[config.mk]
export PLATFORM = sky130hd
export DESIGN_NAME = apb_master_bridge
export DESIGN_NICKNAME = d
export VERILOG_FILES = /design/src/rtl/apb_master_bridge.sv
export SDC_FILE = /design/constraint.sdc
export NUM_CORES = 1
export LEC_CHECK = 0
export CAP_MARGIN = 40
export CORE_UTILIZATION = 46
export CTS_CLUSTER_SIZE = 30
export DETAILED_ROUTE_END_ITERATION = 10
export GPL_TIMING_DRIVEN = 1
export PLACE_DENSITY = 0.79
export SLEW_MARGIN = 20
export SYNTH_ARGS = -nofsm -noshare
export SYNTH_HDL_FRONTEND = slang
export SYNTH_SLANG_ARGS = --single-unit
[constraint.sdc]
create_clock -name pclk -period 11.9 [get_ports pclk]
set_clock_uncertainty 0.15 [all_clocks]
set_input_delay 2.38 -clock pclk [delete_from_list [all_inputs] [get_ports pclk]]
set_output_delay 2.38 -clock pclk [all_outputs]
set_load 0.02 [all_outputs]
[src/rtl/apb_master_bridge.sv]
// apb_master_bridge
// Turns single-beat CPU load/store requests into APB setup/access transfers.
// It also steers write lanes, extracts and extends read data, faults misaligned
// or illegal-size requests without touching the bus, and bounds the ACCESS
// phase with a timeout so a hung slave cannot stall the CPU.
//
// state  | meaning
// -------+---------------------------------------------------------------
// IDLE   | waiting for a request; one forced gap after every mem_done
// SETUP  | APB setup phase: psel=1, penable=0, always exactly one cycle
// ACCESS | APB access phase: psel=1, penable=1, waiting on pready/timeout
// FAULT  | rejected request: no bus activity, completes with an error
module apb_master_bridge #(
    parameter int ADDR_WIDTH     = 32,
    parameter int DATA_WIDTH     = 32,
    parameter int TIMEOUT_CYCLES = 255
) (
    input  logic                  pclk,
    input  logic                  rst,
    input  logic                  mem_req,
    input  logic [ADDR_WIDTH-1:0] mem_addr,
    input  logic [DATA_WIDTH-1:0] mem_wdata,
    input  logic                  mem_we,
    input  logic [1:0]            mem_size,
    input  logic                  mem_unsigned,
    output logic [DATA_WIDTH-1:0] mem_rdata,
    output logic                  mem_done,
    output logic                  mem_err,
    output logic [ADDR_WIDTH-1:0] fault_addr,
    output logic [ADDR_WIDTH-1:0] paddr,
    output logic [DATA_WIDTH-1:0] pdata,
    output logic                  psel,
    output logic                  penable,
    output logic                  pwrite,
    output logic [3:0]            pstb,
    input  logic [DATA_WIDTH-1:0] prdata,
    input  logic                  pready,
    input  logic                  perr
);

    // The down-counter only ever holds TIMEOUT_CYCLES-1 .. 0.
    localparam int CNT_W = (TIMEOUT_CYCLES > 1) ? $clog2(TIMEOUT_CYCLES) : 1;
    localparam logic [CNT_W-1:0] TMO_LOAD = CNT_W'(TIMEOUT_CYCLES - 1);

    localparam logic [1:0] SIZE_BYTE = 2'd0;
    localparam logic [1:0] SIZE_HALF = 2'd1;
    localparam logic [1:0] SIZE_WORD = 2'd2;
    localparam logic [1:0] SIZE_BAD  = 2'd3;

    typedef enum logic [1:0] {
        IDLE   = 2'd0,
        SETUP  = 2'd1,
        ACCESS = 2'd2,
        FAULT  = 2'd3
    } state_t;

    state_t state_q, state_d;

    // Request fields captured at acceptance; the CPU side may change afterwards.
    logic [ADDR_WIDTH-1:0] req_addr_q, req_addr_d;
    logic [1:0]            req_size_q, req_size_d;
    logic                  req_unsigned_q, req_unsigned_d;

    logic [CNT_W-1:0]      tmo_cnt_q, tmo_cnt_d;

    logic [ADDR_WIDTH-1:0] paddr_d;
    logic [DATA_WIDTH-1:0] pdata_d;
    logic                  psel_d, penable_d, pwrite_d;
    logic [3:0]            pstb_d;
    logic                  done_d, err_d;
    logic [DATA_WIDTH-1:0] rdata_d;
    logic [ADDR_WIDTH-1:0] fault_addr_d;

    logic                  req_bad;
    logic [DATA_WIDTH-1:0] wr_data;
    logic [3:0]            wr_strb;
    logic [4:0]            rd_lane_off;
    logic [7:0]            rd_byte;
    logic [15:0]           rd_half;
    logic [DATA_WIDTH-1:0] rd_data;

    // Classify the live request: illegal size or misaligned for its size.
    always_comb begin
        req_bad = 1'b0;
        case (mem_size)
            SIZE_HALF: req_bad = mem_addr[0];
            SIZE_WORD: req_bad = (mem_addr[1:0] != 2'b00);
            SIZE_BAD:  req_bad = 1'b1;
            default:   req_bad = 1'b0;
        endcase
    end

    // Write lane steering from the live request (registered on acceptance).
    always_comb begin
        wr_data = mem_wdata;
        wr_strb = 4'b1111;
        case (mem_size)
            SIZE_BYTE: begin
                wr_data = {4{mem_wdata[7:0]}};
                wr_strb = 4'b0001 << mem_addr[1:0];
            end
            SIZE_HALF: begin
                wr_data = {2{mem_wdata[15:0]}};
                wr_strb = 4'b0011 << mem_addr[1:0];
            end
            default: ;
        endcase
        if (!mem_we) begin
            wr_strb = 4'b0000;
        end
    end

    // Read extraction and extension using the captured size/offset/signedness.
    // Half accesses are always aligned here, so only addr[1] picks the half.
    always_comb begin
        rd_lane_off = {req_addr_q[1:0], 3'b000};
        rd_byte     = prdata[rd_lane_off +: 8];
        rd_half     = prdata[{req_addr_q[1], 4'b0000} +: 16];
        rd_data     = prdata;
        case (req_size_q)
            SIZE_BYTE: rd_data = req_unsigned_q ? {24'd0, rd_byte}
                                                : {{24{rd_byte[7]}}, rd_byte};
            SIZE_HALF: rd_data = req_unsigned_q ? {16'd0, rd_half}
                                                : {{16{rd_half[15]}}, rd_half};
            default:   rd_data = prdata;
        endcase
    end

    // Next-state and next-output logic for the transfer sequencer.
    always_comb begin
        state_d        = state_q;
        req_addr_d     = req_addr_q;
        req_size_d     = req_size_q;
        req_unsigned_d = req_unsigned_q;
        tmo_cnt_d      = tmo_cnt_q;
        paddr_d        = paddr;
        pdata_d        = pdata;
        psel_d         = psel;
        penable_d      = penable;
        pwrite_d       = pwrite;
        pstb_d         = pstb;
        done_d         = 1'b0;
        err_d          = 1'b0;
        rdata_d        = mem_rdata;
        fault_addr_d   = fault_addr;

        case (state_q)
            IDLE: begin
                // mem_done gating keeps a still-held request from re-issuing.
                if (mem_req && !mem_done) begin
                    req_addr_d     = mem_addr;
                    req_size_d     = mem_size;
                    req_unsigned_d = mem_unsigned;
                    if (req_bad) begin
                        state_d = FAULT;
                    end else begin
                        state_d  = SETUP;
                        psel_d   = 1'b1;
                        penable_d = 1'b0;
                        paddr_d  = {mem_addr[ADDR_WIDTH-1:2], 2'b00};
                        pdata_d  = wr_data;
                        pstb_d   = wr_strb;
                        pwrite_d = mem_we;
                    end
                end
            end

            SETUP: begin
                state_d   = ACCESS;
                penable_d = 1'b1;
                tmo_cnt_d = TMO_LOAD;
            end

            ACCESS: begin
                if (pready) begin
                    state_d   = IDLE;
                    psel_d    = 1'b0;
                    penable_d = 1'b0;
                    done_d    = 1'b1;
                    err_d     = perr;
                    rdata_d   = perr ? '0 : rd_data;
                    if (perr) begin
                        fault_addr_d = req_addr_q;
                    end
                end else if (tmo_cnt_q == '0) begin
                    // Slave never answered: abandon the transfer with an error.
                    state_d      = IDLE;
                    psel_d       = 1'b0;
                    penable_d    = 1'b0;
                    done_d       = 1'b1;
                    err_d        = 1'b1;
                    rdata_d      = '0;
                    fault_addr_d = req_addr_q;
                end else begin
                    tmo_cnt_d = tmo_cnt_q - CNT_W'(1);
                end
            end

            FAULT: begin
                state_d      = IDLE;
                done_d       = 1'b1;
                err_d        = 1'b1;
                rdata_d      = '0;
                fault_addr_d = req_addr_q;
            end

            default: begin
                state_d = IDLE;
            end
        endcase
    end

    // State register.
    always_ff @(posedge pclk or posedge rst) begin
        if (rst) begin
            state_q <= IDLE;
        end else begin
            state_q <= state_d;
        end
    end

    // Registered bus/CPU outputs, captured request and timeout counter.
    always_ff @(posedge pclk or posedge rst) begin
        if (rst) begin
            req_addr_q     <= '0;
            req_size_q     <= 2'd0;
            req_unsigned_q <= 1'b0;
            tmo_cnt_q      <= '0;
            paddr          <= '0;
            pdata          <= '0;
            psel           <= 1'b0;
            penable        <= 1'b0;
            pwrite         <= 1'b0;
            pstb           <= 4'b0000;
            mem_done       <= 1'b0;
            mem_err        <= 1'b0;
            mem_rdata      <= '0;
            fault_addr     <= '0;
        end else begin
            req_addr_q     <= req_addr_d;
            req_size_q     <= req_size_d;
            req_unsigned_q <= req_unsigned_d;
            tmo_cnt_q      <= tmo_cnt_d;
            paddr          <= paddr_d;
            pdata          <= pdata_d;
            psel           <= psel_d;
            penable        <= penable_d;
            pwrite         <= pwrite_d;
            pstb           <= pstb_d;
            mem_done       <= done_d;
            mem_err        <= err_d;
            mem_rdata      <= rdata_d;
            fault_addr     <= fault_addr_d;
        end
    end

endmodule

==> reports/results.ini, run 1 <==
[routing]
routed-via-count = 5993
ant_nets = 0
wl_um = 21000
drt_iter0_drc = 250
dr.pass1.iters = 4
drc_errors = 0
detail_route.wl_per_cell_um = 19.3
viasPerCell = 5.53

[logic_synthesis]
synth_area_sq_mm = 0.00802
yosysSeqAreaShare = 0.562
syn_avg_cell_area_sq_um = 12.9
ys_async_sr_fraction = 1.00
synth_cell_type_count = 47
synth_top_flop_cell = dfrtp_1
yosys_warnings = 0
synth-edff-count = 0
synthCells = 622
ys_ff_latch = 180

[critical_path]
critPathRequiredTime_ns = 12.06
critPathCaptureType = register
r2r-end = mem_rdata[29]$_DFFE_PP0P_
rr_startpoint = tmo_cnt_q[0]$_DFFE_PP0P_
startpoint = mem_size[0]
r2r_cells = 7
path_max_fanout = 50
arrival_ns = 4.63
endpoint = paddr[25]$_DFFE_PP0P_
cp-start-kind = input port
r2r_setup_slack_ns = 9.25
path_class = input port to register

[placed_design]
placed_area_sq_mm = 0.0106
dp_cells = 1050
io_buffers = 239
preCtsSetupSlack_ns = 7.02
routabilityCongestion = 0.864
dp_hpwl_um = 14900

[global_routing]
grt_pass1_wl_um = 33400
antenna_found_initial = 0
grt_overflow = 0
grt_usage = 0.241
grt_max_degree = 84
grt_pass1_vias = 6314

[power]
total_power_mw = 3.21
clkPwrFrac = 0.179
irDropWorstVdd_mv = 0.171
comb_power_share = 0.477
p_per_area_mw_per_mm2 = 286
power.switching_mw = 1.18
pwr-share-seq = 0.344
p_sw_frac = 0.367
cellInternalPower_mw = 2.04
p_leak_nw = 4.87

[cells_and_area]
stdcell_count = 1084
final_common_cell = clkdlybuf4s50_1
stdcell_area_sq_mm = 0.0112
num_antenna_cells = 0
synthToLayoutAreaGrowth_pct = 40.2
drive_gt1_frac = 0.198
nets = 964
final_cell_mix = 239 x clkdlybuf4s50_1, 180 x dfrtp_1, 87 x mux2_2
final_util = 0.668

[timing]
drv_slew = 0
rsz0062_at_grt = false
fmax_mhz = 223
hold-worst-slack_ns = 0.331
tns_ns = 0
layout_setup_ws_ns = 7.42
worst_pin_slew_ns = 0.733
hold_viol = 0
fin_crit_sh = 0.376
fin_crit_ns = 4.48
setup_violations = 0
max-slew-margin-rel = 0.512

[min_path]
whs_path_depth = 2
hold_path_class = register to register

[clocking]
cts.path.max_buffers = 2
clk_pin_slew_ns = 0.07
cts_tree = done
htree_levels = 4
post_cts_buffers = 0
clock_latency_ns = 0.42
cts_hold_buf = 0
cts_resized = 0
cts_root_buf = clkbuf_16
cts_num_sinks = 180
cts_buffers = 17

[die]
rows = 47
die_area_sq_mm = 0.0180
die_h_um = 134
ios = 242
core_sq_mm = 0.0168
start_util = 0.477
die_w_um = 134

[status]
status = finished, final reports clean

[flow_run]
drv_cap = 0

-- state kept, by name, indices dropped and copies added, names as in the netlist --
signal          count
pwrite              1
tmo_cnt_q           8
fault_addr         32
req_size_q          2
req_addr_q         32
req_unsigned_q      1
mem_rdata          32
mem_done            1
paddr              30
state_q             2
pdata              32
pstb                4
penable             1
mem_err             1
psel                1
-- synthesized netlist by cell type (all sizes together), types with 2 or more instances --
library cell  count  area [sq um]
a22oi             2          15.0
buf              13           113
nand3b            2          15.0
nor2b             4          25.0
nand2            35           131
a211o             7          61.3
a21oi            26           130
a211oi            2          15.0
nor2             15          56.3
nand3             4          20.0
a221o            16           160
ha                7          87.6
a32o              8          80.1
mux2            117          1430
nor4              2          12.5
and2              2          12.5
o21ai            56           280
a31oi             4          25.0
inv               5          18.8
and3b             7          61.3
mux2i            28           280
clkbuf           29           109
nor3              3          15.0
a21o              2          15.0
o2bb2ai           8          70.1
or3              13          86.3
nand2b           12          75.1
dfrtp           180          4500
-- worst max-delay path, stage by stage --
cell             delay (ns)
clkdlybuf4s50_1        0.90
o21ai_0                0.28
nand3b_1               0.17
buf_4                  0.48
mux2_2                 0.42
-- cell families after synthesis --
logic type,Yosys count,share of synthesized area
multiplexers,145,0.213
adder cells (fa/ha/maj),7,0.0109
flip-flops,180,0.562
buffers and inverters,48,0.0304
XOR/XNOR,1,0.00109
other,1,0.000468
AND/OR/NAND/NOR,105,0.0701
AO/OA/AOI/OAI,135,0.112
-- metal layers --
layer	global-route usage	wire (um)	share of wire	vias to the layer above
li1	-	-	-	2725
met1	0.285	8430	0.40	3011
met3	0.0608	1330	0.064	40
met4	0.105	659	0.031	0
met5	0	0	0	-
met2	0.413	10500	0.50	217
-- power groups by stage --
stage | clock [mW] | combinational (mW) | sequential, mW
6_report | 0.575 | 1.53 | 1.10
3_5_place_dp | 0 | 1.52 | 1.12
4_1_cts | 0.588 | 1.53 | 1.11
2_1_floorplan | 0 | 0.676 | 1.32
3_3_place_gp | 0 | 1.48 | 1.10
5_1_grt | 0.611 | 1.63 | 1.14
-- final cells by class --
cell class,count,area [sq um]
Timing Repair Buffer,252,2530
Clock inverter,13,166
Sequential cell,180,4500
Multi-Input combinational cell,395,3290
Tap cell,220,275
Inverter,6,27.5
Clock buffer,18,439
Fill cell,1233,5580
-- worst min path at each step --
stage	start	endpoint
floorplan	req_addr_q[29]$_DFFE_PP0P_	fault_addr[29]$_DFFE_PP0P_
global placement	pdata[16]$_DFFE_PP0P_	pdata[16]$_DFFE_PP0P_
detailed placement	pdata[13]$_DFFE_PP0P_	pdata[13]$_DFFE_PP0P_
CTS	pdata[14]$_DFFE_PP0P_	pdata[14]$_DFFE_PP0P_
global route	mem_rdata[0]$_DFFE_PP0P_	mem_rdata[0]$_DFFE_PP0P_
finish	pdata[14]$_DFFE_PP0P_	pdata[14]$_DFFE_PP0P_
No activity file was read; power rests on OpenSTA's default activity.
==> run 2, diff against run 1 <==
--- a/config.mk
+++ b/config.mk
@@ -6,11 +6,11 @@
 export NUM_CORES = 1
 export LEC_CHECK = 0
 export CAP_MARGIN = 40
-export CORE_UTILIZATION = 46
+export CORE_UTILIZATION = 43
 export CTS_CLUSTER_SIZE = 30
 export DETAILED_ROUTE_END_ITERATION = 10
 export GPL_TIMING_DRIVEN = 1
-export PLACE_DENSITY = 0.79
+export PLACE_DENSITY = 0.77
 export SLEW_MARGIN = 20
 export SYNTH_ARGS = -nofsm -noshare
 export SYNTH_HDL_FRONTEND = slang
==> constraint.sdc (replaced) <==
create_clock -name pclk -period 4 [get_ports pclk]
set_clock_uncertainty 0.15 [all_clocks]
set_input_delay 0.8 -clock pclk [delete_from_list [all_inputs] [get_ports pclk]]
set_output_delay 0.8 -clock pclk [all_outputs]
set_load 0.02 [all_outputs]
==> run 2 against run 1 <==
Net effect: the run now ends with DRC left; hold slack worse by 0.0027 ns; routed wire length down 2.1%; sequential cell count unchanged; sequential share of layout area decreased by 0.15 points; setup slack worse by 6.0 ns; non-clock buffer count increased by 5; count of clock-buffer cells in the layout unchanged; critical path depth up 1; design area up 0.37%; clock power increased to 2.9 times the previous value; largest cell class unchanged; largest power group unchanged.
==> reports/results.ini, run 2 (synthesized netlist as in run 1, its figures left out) <==
[critical_path]
path_class = register to register
arrival_ns = 2.77
cp-start-kind = register
path_max_fanout = 32
cp_cell_sequence = inv_1, ha_1, or3b_2, or3_4, a31o_4, mux2_4
critPathCaptureType = register
slowest_stage = or3b_2
max_stage_delay_ns = 0.48
critPathRequiredTime_ns = 4.16

[status]
status = finished, violations left
violations = DRC

[timing]
fmax_mhz = 382
setup_violations = 0
drv_slew = 0
max-slew-margin-rel = 0.498
hold_viol = 0
worst_pin_slew_ns = 0.753
layout_setup_ws_ns = 1.38
rsz0062_at_grt = false
fin_crit_ns = 2.62
tns_ns = 0
fin_crit_sh = 0.654

[clocking]
cts_hold_buf = 0
clock_latency_ns = 0.42
clk_pin_slew_ns = 0.07
cts_num_sinks = 180
htree_levels = 4
cts_root_buf = clkbuf_16
cts_buffers = 17
cts_resized = 0
post_cts_buffers = 0
cts.path.max_buffers = 2
cts_tree = done

[routing]
drt-met1-wl_um = 8440
wl_um = 20500
route.met3.wl_um = 1730
ant_nets = 0
drc_errors = 41
dr_wl_met2_um = 9880
viasPerCell = 5.38
top_layer = met4
drt_iter0_drc = 295
routed-via-count = 5904
dr.pass1.iters = 8
detail_route.wl_per_cell_um = 18.7

[global_routing]
grt_pass1_vias = 6115
grt_pass1_wl_um = 33500
antenna_found_initial = 0
grt_usage = 0.224
grt_max_degree = 62
grt_overflow = 0

[power]
irDropWorstVdd_mv = 0.450
cellInternalPower_mw = 5.99
p_leak_nw = 4.88
comb_power_share = 0.480
p_per_area_mw_per_mm2 = 840
p_sw_frac = 0.367
clkPwrFrac = 0.175
power.switching_mw = 3.48
pwr-share-seq = 0.344

[die]
rows = 49
die_w_um = 139
die_h_um = 139
start_util = 0.443
core_sq_mm = 0.0181
ios = 242
die_area_sq_mm = 0.0192

[cells_and_area]
drive_gt1_frac = 0.203
num_antenna_cells = 0
num-fill-cells = 1463
nets = 969
final_cell_mix = 239 x clkdlybuf4s50_1, 180 x dfrtp_1, 87 x mux2_2
final_common_cell = clkdlybuf4s50_1
synthToLayoutAreaGrowth_pct = 40.7

[flow_run]
drv_cap = 0

[placed_design]
preCtsSetupSlack_ns = 0.934
dp_hpwl_um = 14700
io_buffers = 239
routabilityCongestion = 0.851

[min_path]
hold_path_class = register to register

run 2: changes by cell type in the layout (fill, tap and decap cells not counted):
cell	before	now
buf_12	0	5
inv_6	6	2
buf_4	9	12
clkinvlp_4	2	5
buf_16	2	0
buf_8	1	0
bufinv_16	2	1
clkinv_4	1	2
inv_8	2	3
run 2: area by class of cell:
type                    count  area, sq um  area share
clock buffers              18          439      0.0389
clock inverters            13          145      0.0129
multi-input cells         395         3290       0.292
repair buffers            257         2590       0.229
flip-flops and latches    180         4500       0.399
inverters                   6         26.3     0.00233
well taps                 229          287      0.0254
run 2: per-stage QoR:
| stage | total power, mW | utilization | hold WS (ns) | std cells | instance area, sq um |
|---|---|---|---|---|---|
| after global routing | 10.0 | 0.623 | 0.353 | 1098 | 11300 |
| after global placement | 7.74 | 0.589 | 0.309 | 1064 | 10700 |
| final | 9.47 | 0.623 | 0.328 | 1098 | 11300 |
| after detailed placement | 7.86 | 0.590 | 0.319 | 1066 | 10700 |
| after CTS | 9.56 | 0.622 | 0.336 | 1097 | 11300 |
| after floorplan | 5.95 | - | 0.325 | 623 | 8020 |
run 2: worst max-delay path, delay by kind of cell (launching register included):
family	cells	cell delay (ns)
buffers and inverters	1	0.11
adders and majority gates	1	0.14
muxes	1	0.39
DFF	1	0.41
and+or+nand+nor	2	0.83
AOI/OAI and AO/OA	1	0.47
run 2: routing by layer:
metal / track usage / vias up
li1: - / 2736
met1: 0.277 / 2924
met2: 0.367 / 222
met3: 0.0749 / 22
met4: 0.0757 / 0
met5: 0 / -
run 2: path summary, 6_finish.rpt:
path	slack, ns	to	startpoint	cells after the start
min reg2reg	0.33	pdata[11]$_DFFE_PP0P_	pdata[11]$_DFFE_PP0P_	2
max in group asynchronous	2.37	fault_addr[19]$_DFFE_PP0P_	rst	4
max	1.38	fault_addr[28]$_DFFE_PP0P_	tmo_cnt_q[0]$_DFFE_PP0P_	6
min	0.33	pdata[11]$_DFFE_PP0P_	pdata[11]$_DFFE_PP0P_	2
min in group asynchronous	0.53	req_addr_q[30]$_DFFE_PP0P_	rst	2
max reg2reg	1.38	fault_addr[28]$_DFFE_PP0P_	tmo_cnt_q[0]$_DFFE_PP0P_	6
run 2: power groups by stage:
stage	combinational [mW]	clock, mW	sequential [mW]
global route	4.84	1.78	3.38
floorplan	2.01	0	3.93
finish	4.55	1.66	3.26
detailed placement	4.58	0	3.28
global placement	4.50	0	3.24
CTS	4.59	1.71	3.26
==> run 3, diff against run 2 <==
--- a/config.mk
+++ b/config.mk
@@ -6,11 +6,11 @@
 export NUM_CORES = 1
 export LEC_CHECK = 0
 export CAP_MARGIN = 40
-export CORE_UTILIZATION = 43
+export CORE_UTILIZATION = 46
 export CTS_CLUSTER_SIZE = 30
 export DETAILED_ROUTE_END_ITERATION = 10
 export GPL_TIMING_DRIVEN = 1
-export PLACE_DENSITY = 0.77
+export PLACE_DENSITY = 0.79
 export SLEW_MARGIN = 20
 export SYNTH_ARGS = -nofsm -noshare
 export SYNTH_HDL_FRONTEND = slang
==> constraint.sdc (replaced) <==
create_clock -name pclk -period 2.5 [get_ports pclk]
set_clock_uncertainty 0.15 [all_clocks]
set_input_delay 0.5 -clock pclk [delete_from_list [all_inputs] [get_ports pclk]]
set_output_delay 0.5 -clock pclk [all_outputs]
set_load 0.02 [all_outputs]
==> run 3 against run 2 <==
Net effect: the run now ends clean; sequential share of layout area fell by 0.71 points; hold slack worse by 0.00090 ns; routed wire length is 5.8% higher; sequential cell count is the same; sequential power rose by 60%; final cell count is 0.91% higher; utilization increased by 5.9 points; total power grew 65%; design area grew 1.8%.
==> reports/results.ini, run 3 (synthesized netlist as in run 1, its figures left out) <==
[cells_and_area]
final_cell_mix = 239 x clkdlybuf4s50_1, 180 x dfrtp_1, 87 x mux2_2
final_util = 0.682
nets = 987
drive_gt1_frac = 0.221
stdcell_count = 1108
synthToLayoutAreaGrowth_pct = 43.2
final_common_cell = clkdlybuf4s50_1
num-fill-cells = 1217
stdcell_area_sq_mm = 0.0115
num_antenna_cells = 0

[global_routing]
grt_pass1_vias = 6536
grt_overflow = 0
grt_max_degree = 80
grt_pass1_wl_um = 34700
grt_usage = 0.253
antenna_found_initial = 0

[power]
p_leak_nw = 4.99
total_power_mw = 15.6
p_per_area_mw_per_mm2 = 1360
irDropWorstVdd_mv = 0.735

[critical_path]
critPathRequiredTime_ns = 2.66
rr_startpoint = tmo_cnt_q[1]$_DFFE_PP0P_
r2r_setup_slack_ns = 0.08
arrival_ns = 2.58
critPathCaptureType = register
r2r-end = fault_addr[25]$_DFFE_PP0P_
cp-start-kind = register
path_max_fanout = 16
r2r_cells = 6
path_class = register to register

[clocking]
htree_levels = 4
clk_pin_slew_ns = 0.07
cts_tree = done
clock_latency_ns = 0.43
cts_num_sinks = 180
post_cts_buffers = 0
cts.path.max_buffers = 2
cts_root_buf = clkbuf_16
cts_buffers = 17

[die]
die_w_um = 134
die_h_um = 134
ios = 242
rows = 47
start_util = 0.477
die_area_sq_mm = 0.0180
core_sq_mm = 0.0168

[routing]
routed-via-count = 6116
drt_iter0_drc = 265
wl_um = 21700
drc_errors = 0
ant_nets = 0
dr.pass1.iters = 4
detail_route.wl_per_cell_um = 19.6
viasPerCell = 5.52

[timing]
setup_violations = 0
hold_viol = 0
worst_pin_slew_ns = 0.598
fmax_mhz = 413
drv_slew = 0
fin_crit_ns = 2.42
layout_setup_ws_ns = 0.0803
fin_crit_sh = 0.968
rsz0062_at_grt = false
max-slew-margin-rel = 0.600

[placed_design]
dp_cells = 1074
routabilityCongestion = 0.823
dp_hpwl_um = 15700
io_buffers = 239
preCtsSetupSlack_ns = -0.101
placed_area_sq_mm = 0.0108

[min_path]
whs_path_depth = 2
min-delay-start = pdata[9]$_DFFE_PP0P_
hold_path_class = register to register
holdPathEnd = pdata[9]$_DFFE_PP0P_

[flow_run]
drv_cap = 0

[status]
status = finished, final reports clean

run 3: area by class of cell:
cell class                 instances  area [sq um]  share of cell area
sequential                       180          4500               0.392
tap                              220           275              0.0240
clock inverter                    13           164              0.0143
multi-input combinational        396          3320               0.290
clock buffer                      19           443              0.0386
inverter                           6          26.3             0.00229
timing repair buffer             274          2740               0.239
run 3: critical path: stages (launching register included):
cell and delay (ns):
dfrtp_1 0.40, inv_1 0.11, ha_1 0.15, or3b_4 0.39, or3_4 0.38, a31o_4 0.37
mux2_4 0.34
run 3: power by group:
group | total, mW | internal, mW | switching [mW]
logic | 7.63 | 4.02 | 3.61
clock network | 2.74 | 1.54 | 1.20
registers | 5.21 | 4.31 | 0.899
total | 15.6 | 9.87 | 5.71
run 3: layer usage:
layer,part of all wire,up-vias,routed length (um),global-route usage
met5,0,-,0,0
met4,0.038,0,821,0.119
met3,0.074,56,1610,0.0714
met2,0.51,257,11000,0.433
met1,0.38,3041,8270,0.294
li1,-,2762,-,-
run 3: how the worst max path moves through the flow:
stage | startpoint | endpoint | slack, ns
floorplan | rst | fault_addr[0]$_DFFE_PP0P_ | -0.46
global placement | tmo_cnt_q[1]$_DFFE_PP0P_ | fault_addr[23]$_DFFE_PP0P_ | -0.03
detailed placement | tmo_cnt_q[1]$_DFFE_PP0P_ | fault_addr[23]$_DFFE_PP0P_ | -0.10
CTS | tmo_cnt_q[1]$_DFFE_PP0P_ | fault_addr[19]$_DFFE_PP0P_ | 0.08
global route | tmo_cnt_q[1]$_DFFE_PP0P_ | fault_addr[25]$_DFFE_PP0P_ | 0.001
finish | tmo_cnt_q[1]$_DFFE_PP0P_ | fault_addr[25]$_DFFE_PP0P_ | 0.08
run 3: per-stage QoR:
step / hold slack, ns / setup TNS [ns]
after floorplan: 0.325 / -82.55
after global placement: 0.312 / -0.767
after detailed placement: 0.325 / -2.80
after CTS: 0.335 / 0
after global routing: 0.363 / 0
final: 0.328 / 0
run 3: repair_timing:
item | 4_1_cts | 5_1_grt
hold buffers | 0 | 0
setup endpoints to repair | 43 | 1
resized for setup | 5 | 1
gates cloned | 1 | 0
